<file path="src/rtl/e203_expl_icb_arb.sv">
// Two-master ICB arbiter in front of the expl AXI bridge: one outstanding transaction, round-robin grant.
// Optional response timeout with ERR/stale handling is enabled by defining E203_EXPL_ARB_TMO_EN.
module e203_expl_icb_arb #(
  parameter int unsigned TMO_CYCLES = 255
) (
  input  logic        clk,
  input  logic        rst,
  input  logic        m0_icb_cmd_valid,
  output logic        m0_icb_cmd_ready,
  input  logic [31:0] m0_icb_cmd_addr,
  input  logic        m0_icb_cmd_read,
  input  logic [31:0] m0_icb_cmd_wdata,
  input  logic [3:0]  m0_icb_cmd_wmask,
  output logic        m0_icb_rsp_valid,
  output logic        m0_icb_rsp_err,
  output logic [31:0] m0_icb_rsp_rdata,
  input  logic        m0_icb_rsp_ready,
  input  logic        m1_icb_cmd_valid,
  output logic        m1_icb_cmd_ready,
  input  logic [31:0] m1_icb_cmd_addr,
  input  logic        m1_icb_cmd_read,
  input  logic [31:0] m1_icb_cmd_wdata,
  input  logic [3:0]  m1_icb_cmd_wmask,
  output logic        m1_icb_rsp_valid,
  output logic        m1_icb_rsp_err,
  output logic [31:0] m1_icb_rsp_rdata,
  input  logic        m1_icb_rsp_ready,
  output logic        s_icb_cmd_valid,
  input  logic        s_icb_cmd_ready,
  output logic [31:0] s_icb_cmd_addr,
  output logic        s_icb_cmd_read,
  output logic [31:0] s_icb_cmd_wdata,
  output logic [3:0]  s_icb_cmd_wmask,
  input  logic        s_icb_rsp_valid,
  input  logic        s_icb_rsp_err,
  input  logic [31:0] s_icb_rsp_rdata,
  output logic        s_icb_rsp_ready,
  output logic        tmo_flag
);

`ifdef E203_EXPL_ARB_TMO_EN
  typedef enum logic [1:0] {IDLE, CMD, RSP, ERR} state_t;
`else
  typedef enum logic [1:0] {IDLE, CMD, RSP} state_t;
`endif

  state_t state;
  logic   grant;
  logic   rr_ptr;
  logic   next_grant;
  logic   g_cmd_valid;
  logic   g_rsp_ready;
  logic   cmd_hs;
  logic   rsp_hs;
  logic   any_req;
  logic   stale_blk;

`ifdef E203_EXPL_ARB_TMO_EN
  logic       stale;
  logic [7:0] tmo_cnt;
  assign stale_blk = stale;
`else
  assign stale_blk = 1'b0;
  assign tmo_flag  = 1'b0;
`endif

  assign any_req     = m0_icb_cmd_valid | m1_icb_cmd_valid;
  // Rotate only on contention; a lone requester always wins.
  assign next_grant  = (m0_icb_cmd_valid & m1_icb_cmd_valid) ? rr_ptr : m1_icb_cmd_valid;
  assign g_cmd_valid = grant ? m1_icb_cmd_valid : m0_icb_cmd_valid;
  assign g_rsp_ready = grant ? m1_icb_rsp_ready : m0_icb_rsp_ready;
  assign cmd_hs      = (state == CMD) & g_cmd_valid & s_icb_cmd_ready;
  assign rsp_hs      = (state == RSP) & s_icb_rsp_valid & g_rsp_ready;

  always_ff @(posedge clk) begin
    if (rst) begin
      state  <= IDLE;
      grant  <= 1'b0;
      rr_ptr <= 1'b0;
`ifdef E203_EXPL_ARB_TMO_EN
      stale    <= 1'b0;
      tmo_cnt  <= '0;
      tmo_flag <= 1'b0;
`endif
    end else begin
`ifdef E203_EXPL_ARB_TMO_EN
      // The abandoned response may show up later; swallow it before re-arming.
      if (stale && s_icb_rsp_valid && (state != RSP))
        stale <= 1'b0;
`endif
      case (state)
        IDLE: begin
          if (any_req && !stale_blk) begin
            grant <= next_grant;
            state <= CMD;
          end
        end
        CMD: begin
          if (cmd_hs) begin
            state <= RSP;
`ifdef E203_EXPL_ARB_TMO_EN
            tmo_cnt <= '0;
`endif
          end
        end
        RSP: begin
          if (rsp_hs) begin
            state  <= IDLE;
            rr_ptr <= ~grant;
          end
`ifdef E203_EXPL_ARB_TMO_EN
          else if (!s_icb_rsp_valid) begin
            if (tmo_cnt != 8'hFF)
              tmo_cnt <= tmo_cnt + 8'd1;
            if (({24'd0, tmo_cnt} + 32'd1) >= TMO_CYCLES) begin
              state    <= ERR;
              stale    <= 1'b1;
              tmo_flag <= 1'b1;
            end
          end
`endif
        end
`ifdef E203_EXPL_ARB_TMO_EN
        ERR: begin
          if (g_rsp_ready) begin
            state  <= IDLE;
            rr_ptr <= ~grant;
          end
        end
`endif
        default: state <= IDLE;
      endcase
    end
  end

  always_comb begin
    s_icb_cmd_valid  = 1'b0;
    s_icb_cmd_addr   = '0;
    s_icb_cmd_read   = 1'b0;
    s_icb_cmd_wdata  = '0;
    s_icb_cmd_wmask  = '0;
    s_icb_rsp_ready  = 1'b0;
    m0_icb_cmd_ready = 1'b0;
    m1_icb_cmd_ready = 1'b0;
    m0_icb_rsp_valid = 1'b0;
    m0_icb_rsp_err   = 1'b0;
    m0_icb_rsp_rdata = '0;
    m1_icb_rsp_valid = 1'b0;
    m1_icb_rsp_err   = 1'b0;
    m1_icb_rsp_rdata = '0;
    if (!rst) begin
      case (state)
        CMD: begin
          s_icb_cmd_valid = g_cmd_valid;
          if (grant) begin
            s_icb_cmd_addr   = m1_icb_cmd_addr;
            s_icb_cmd_read   = m1_icb_cmd_read;
            s_icb_cmd_wdata  = m1_icb_cmd_wdata;
            s_icb_cmd_wmask  = m1_icb_cmd_wmask;
            m1_icb_cmd_ready = s_icb_cmd_ready;
          end else begin
            s_icb_cmd_addr   = m0_icb_cmd_addr;
            s_icb_cmd_read   = m0_icb_cmd_read;
            s_icb_cmd_wdata  = m0_icb_cmd_wdata;
            s_icb_cmd_wmask  = m0_icb_cmd_wmask;
            m0_icb_cmd_ready = s_icb_cmd_ready;
          end
        end
        RSP: begin
          s_icb_rsp_ready = g_rsp_ready;
          if (grant) begin
            m1_icb_rsp_valid = s_icb_rsp_valid;
            m1_icb_rsp_err   = s_icb_rsp_err;
            m1_icb_rsp_rdata = s_icb_rsp_rdata;
          end else begin
            m0_icb_rsp_valid = s_icb_rsp_valid;
            m0_icb_rsp_err   = s_icb_rsp_err;
            m0_icb_rsp_rdata = s_icb_rsp_rdata;
          end
        end
`ifdef E203_EXPL_ARB_TMO_EN
        ERR: begin
          if (grant) begin
            m1_icb_rsp_valid = 1'b1;
            m1_icb_rsp_err   = 1'b1;
          end else begin
            m0_icb_rsp_valid = 1'b1;
            m0_icb_rsp_err   = 1'b1;
          end
        end
`endif
        default: ;
      endcase
      if (stale_blk && (state != RSP))
        s_icb_rsp_ready = 1'b1;
    end
  end

endmodule

</file>
<file path="config.mk">
export PLATFORM = sky130hd
export DESIGN_NAME = e203_expl_icb_arb
export DESIGN_NICKNAME = d
export VERILOG_FILES = /design/src/rtl/e203_expl_icb_arb.sv
export SDC_FILE = /design/constraint.sdc
export NUM_CORES = 1
export LEC_CHECK = 0
export BUFFER_PORTS_ARGS = -buffer_cell sky130_fd_sc_hd__clkbuf_2
export CAP_MARGIN = 30
export CORE_AREA = 3 3 123 125
export CTS_CLUSTER_DIAMETER = 120
export DETAILED_ROUTE_END_ITERATION = 8
export DIE_AREA = 0 0 126 128
export GPL_ROUTABILITY_DRIVEN = 0
export PLACE_DENSITY = 0.55
export REMOVE_ABC_BUFFERS = 1
export SYNTH_ARGS = -nofsm -noshare
export SYNTH_HDL_FRONTEND = slang
export SYNTH_SLANG_ARGS = --single-unit
</file>
<file path="constraint.sdc">
create_clock -name clk -period 1.3 [get_ports clk]
set_input_delay 0.26 -clock clk [delete_from_list [all_inputs] [get_ports clk]]
set_output_delay 0.26 -clock clk [all_outputs]
set_load 0.05 [all_outputs]
</file>
==> results.toml <==
[detailed_routing]
firstDrtPassIters = 4
wirelength_um = 15140
drtIter0Drc = 45
drc = 0
wl_met3_um = 1193
top_layer = "met4"
wl_met2_um = 8830
drtAntennaViolNets = 0
vias = 3374
m1WireLength_um = 4866
post_drt_wl_per_cell_um = 18.97
vias_per_cell = 4.228

[synth]
synth_fa_ha_area_share_pct = 0
yosysWarnings = 0
avgSynthCellArea_um2 = 6.965
synth_top_family_by_area = "simple AND/OR/NAND/NOR gates"
ys_ff_latch = 4
synthMuxAreaShare_pct = 39.09
synth_xor_area_share_pct = 0
synth.cell_area_um2 = 1818
syn_inst = 261
ys_types = 23
synth-seq-area-share_pct = 4.405
yosys.area_share.simple_pct = 44.25
synth-compound-area-share_pct = 2.546

[worst_setup_path]
arrival_ns = 1.66
r2r-start = "state[1]"
critPathLaunchType = "flip-flop"
crit_start = "state[0]"
endpoint_kind = "output port"
cp_data_required_time_ns = 1.04
crit_fanout = 15
critPathKind = "flip-flop to output port"

[die]
die_w_um = 126
rows = 43
core_area_um2 = 13990
dieArea_um2 = 16130
die_y_um = 128
initial_core_util_pct = 13.00
pin_count = 321

[clock_tree]
htreeDepth = 1
cts.sinks = 4
cts_root_buf = "clkbuf_16"
holdBufCountCts = 0
cts_buffers = 3
clock_path_buffers = 2
tritoncts = "done"
clk_latency_ns = 0.22
clkSlewWorstSetupHoldPaths_ns = 0.03

[global_route]
grt_max_degree = 34
grt_pass1_wl_um = 21960
antenna_found_initial = 0
grt-ovfl-total = 0
grt_use_total_pct = 17.24
grt_pass1_vias = 3790

[worst_hold_path]
min_path_type = "primary input to flip-flop"
min_from = "m1_icb_cmd_valid"

[sta]
setup_viol = 143
period_needed_ns = 1.921
hold_viol = 0
period_share_pct = 147.7
rsz0062_at_grt = "true"
fin_hold_ws_ns = 0.3334
finClkSkew_ns = 0.003947
timing.final.ws_setup_ns = -0.6206
maxSlewViolCount = 0
timing.fmax_mhz = 520.7

[run_status]
run_status = "finished, violations left"
violations = "negative setup slack"

[pwr]
leakagePower_nw = 3.215
total_power_mw = 3.405
power_density_nw_per_um2 = 439.2
peakVddDrop_v = 0.0003225

[cells_and_area]
area_growth_syn_to_layout_pct = 326.4
n_fill_cell = 1098
antennaDiodeCount = 0
most-common-layout-cells = "clkbuf_2 (178), buf_12 (94), nor2_4 (72)"
final_common_cell = "clkbuf_2"
post-route-util_pct = 55.42
final_nets = 798
drive_gt1_share_pct = 91.75

[placement]
place_hpwl_um = 9695
io_buffers = 319

[job]
maxCapViolCount = 0
## sequential cells by signal, indices dropped and copies added (netlist names)
name,flops
grant,1
rr_ptr,1
state,2
## final timing paths
| check | to | slack [ns] | cells after the start |
|---|---|---|---|
| hold reg to reg | rr_ptr | 0.50 | 2 |
| setup / recovery | m0_icb_rsp_rdata[15] | -0.62 | 5 |
| setup reg to reg | state[1] | -0.07 | 7 |
| hold / removal | grant | 0.33 | 3 |
## cells in the mapped netlist (all sizes together)
cell type	instances	share of area [%]
a21o	1	0.41
a21oi	2	0.55
and2	66	23
and4b	1	0.55
buf	15	7.4
clkbuf	7	1.4
conb	1	0.21
dfxtp	4	4.4
inv	3	0.62
mux2i	71	39
nand2	1	0.21
nand2b	1	0.34
nand3	1	0.28
nand3b	2	0.83
nor2	75	17
nor2b	1	0.34
nor3	4	1.1
o21ai	2	0.55
o311a	1	0.55
o32ai	1	0.48
or3b	1	0.62
## logic make-up (layout without fill, tap and decap cells)
kind of cell    after synthesis  count (layout)
compound gates                7               7
buf+inv                      25             382
flops                         4               4
mux                          71              71
other cells                   1               1
simple gates                153             153
## per-stage QoR
step	setup TNS [ns]	instance area [um^2]	cells	setup slack, ns
3_5_place_dp	-54.96	5084	773	-0.4588
5_1_grt	-75.22	7752	798	-0.6692
6_report	-68.39	7752	798	-0.6206
2_1_floorplan	-384.71	1657	239	-3.566
4_1_cts	-69.21	7431	797	-0.5807
3_3_place_gp	-54.27	5084	773	-0.4477
## power breakdown
part | switching, mW | internal (mW)
Combinational | 1.40 | 1.37
Clock | 0.0844 | 0.405
Sequential | 0.0121 | 0.134
Total | 1.50 | 1.91
## timing repair
| action | 4_1_cts | 5_1_grt |
|---|---|---|
| endpoints found under the setup margin | 142 | 144 |
| setup buffers | 9 | 2 |
| pin swaps | 61 | 28 |
| gates resized for setup | 427 | 104 |
| cloned | 12 | 1 |
## final cells by class
class / instances / area (um^2) / area share, %
flip-flops and latches: 4 / 86.33 / 1.114
inverters: 3 / 13.76 / 0.1775
clock buffers: 4 / 78.83 / 1.017
repair buffers: 375 / 4384 / 56.55
well taps: 180 / 225.2 / 2.905
multi-input cells: 232 / 2964 / 38.23
## worst max-delay path, stage by stage, from the launching register on
cell,delay [ns]
dfxtp_2,0.31
or3b_4,0.45
nor2_8,0.16
clkbuf_16,0.18
and2_1,0.18
buf_8,0.16
## layer usage
metal  up-vias  GRT usage (%)
met2       219          35.31
met5         -              0
met1      1554          17.92
met3        20          3.458
met4         0          3.470
li1       1581              -
Power figures use the tool's default switching activity.
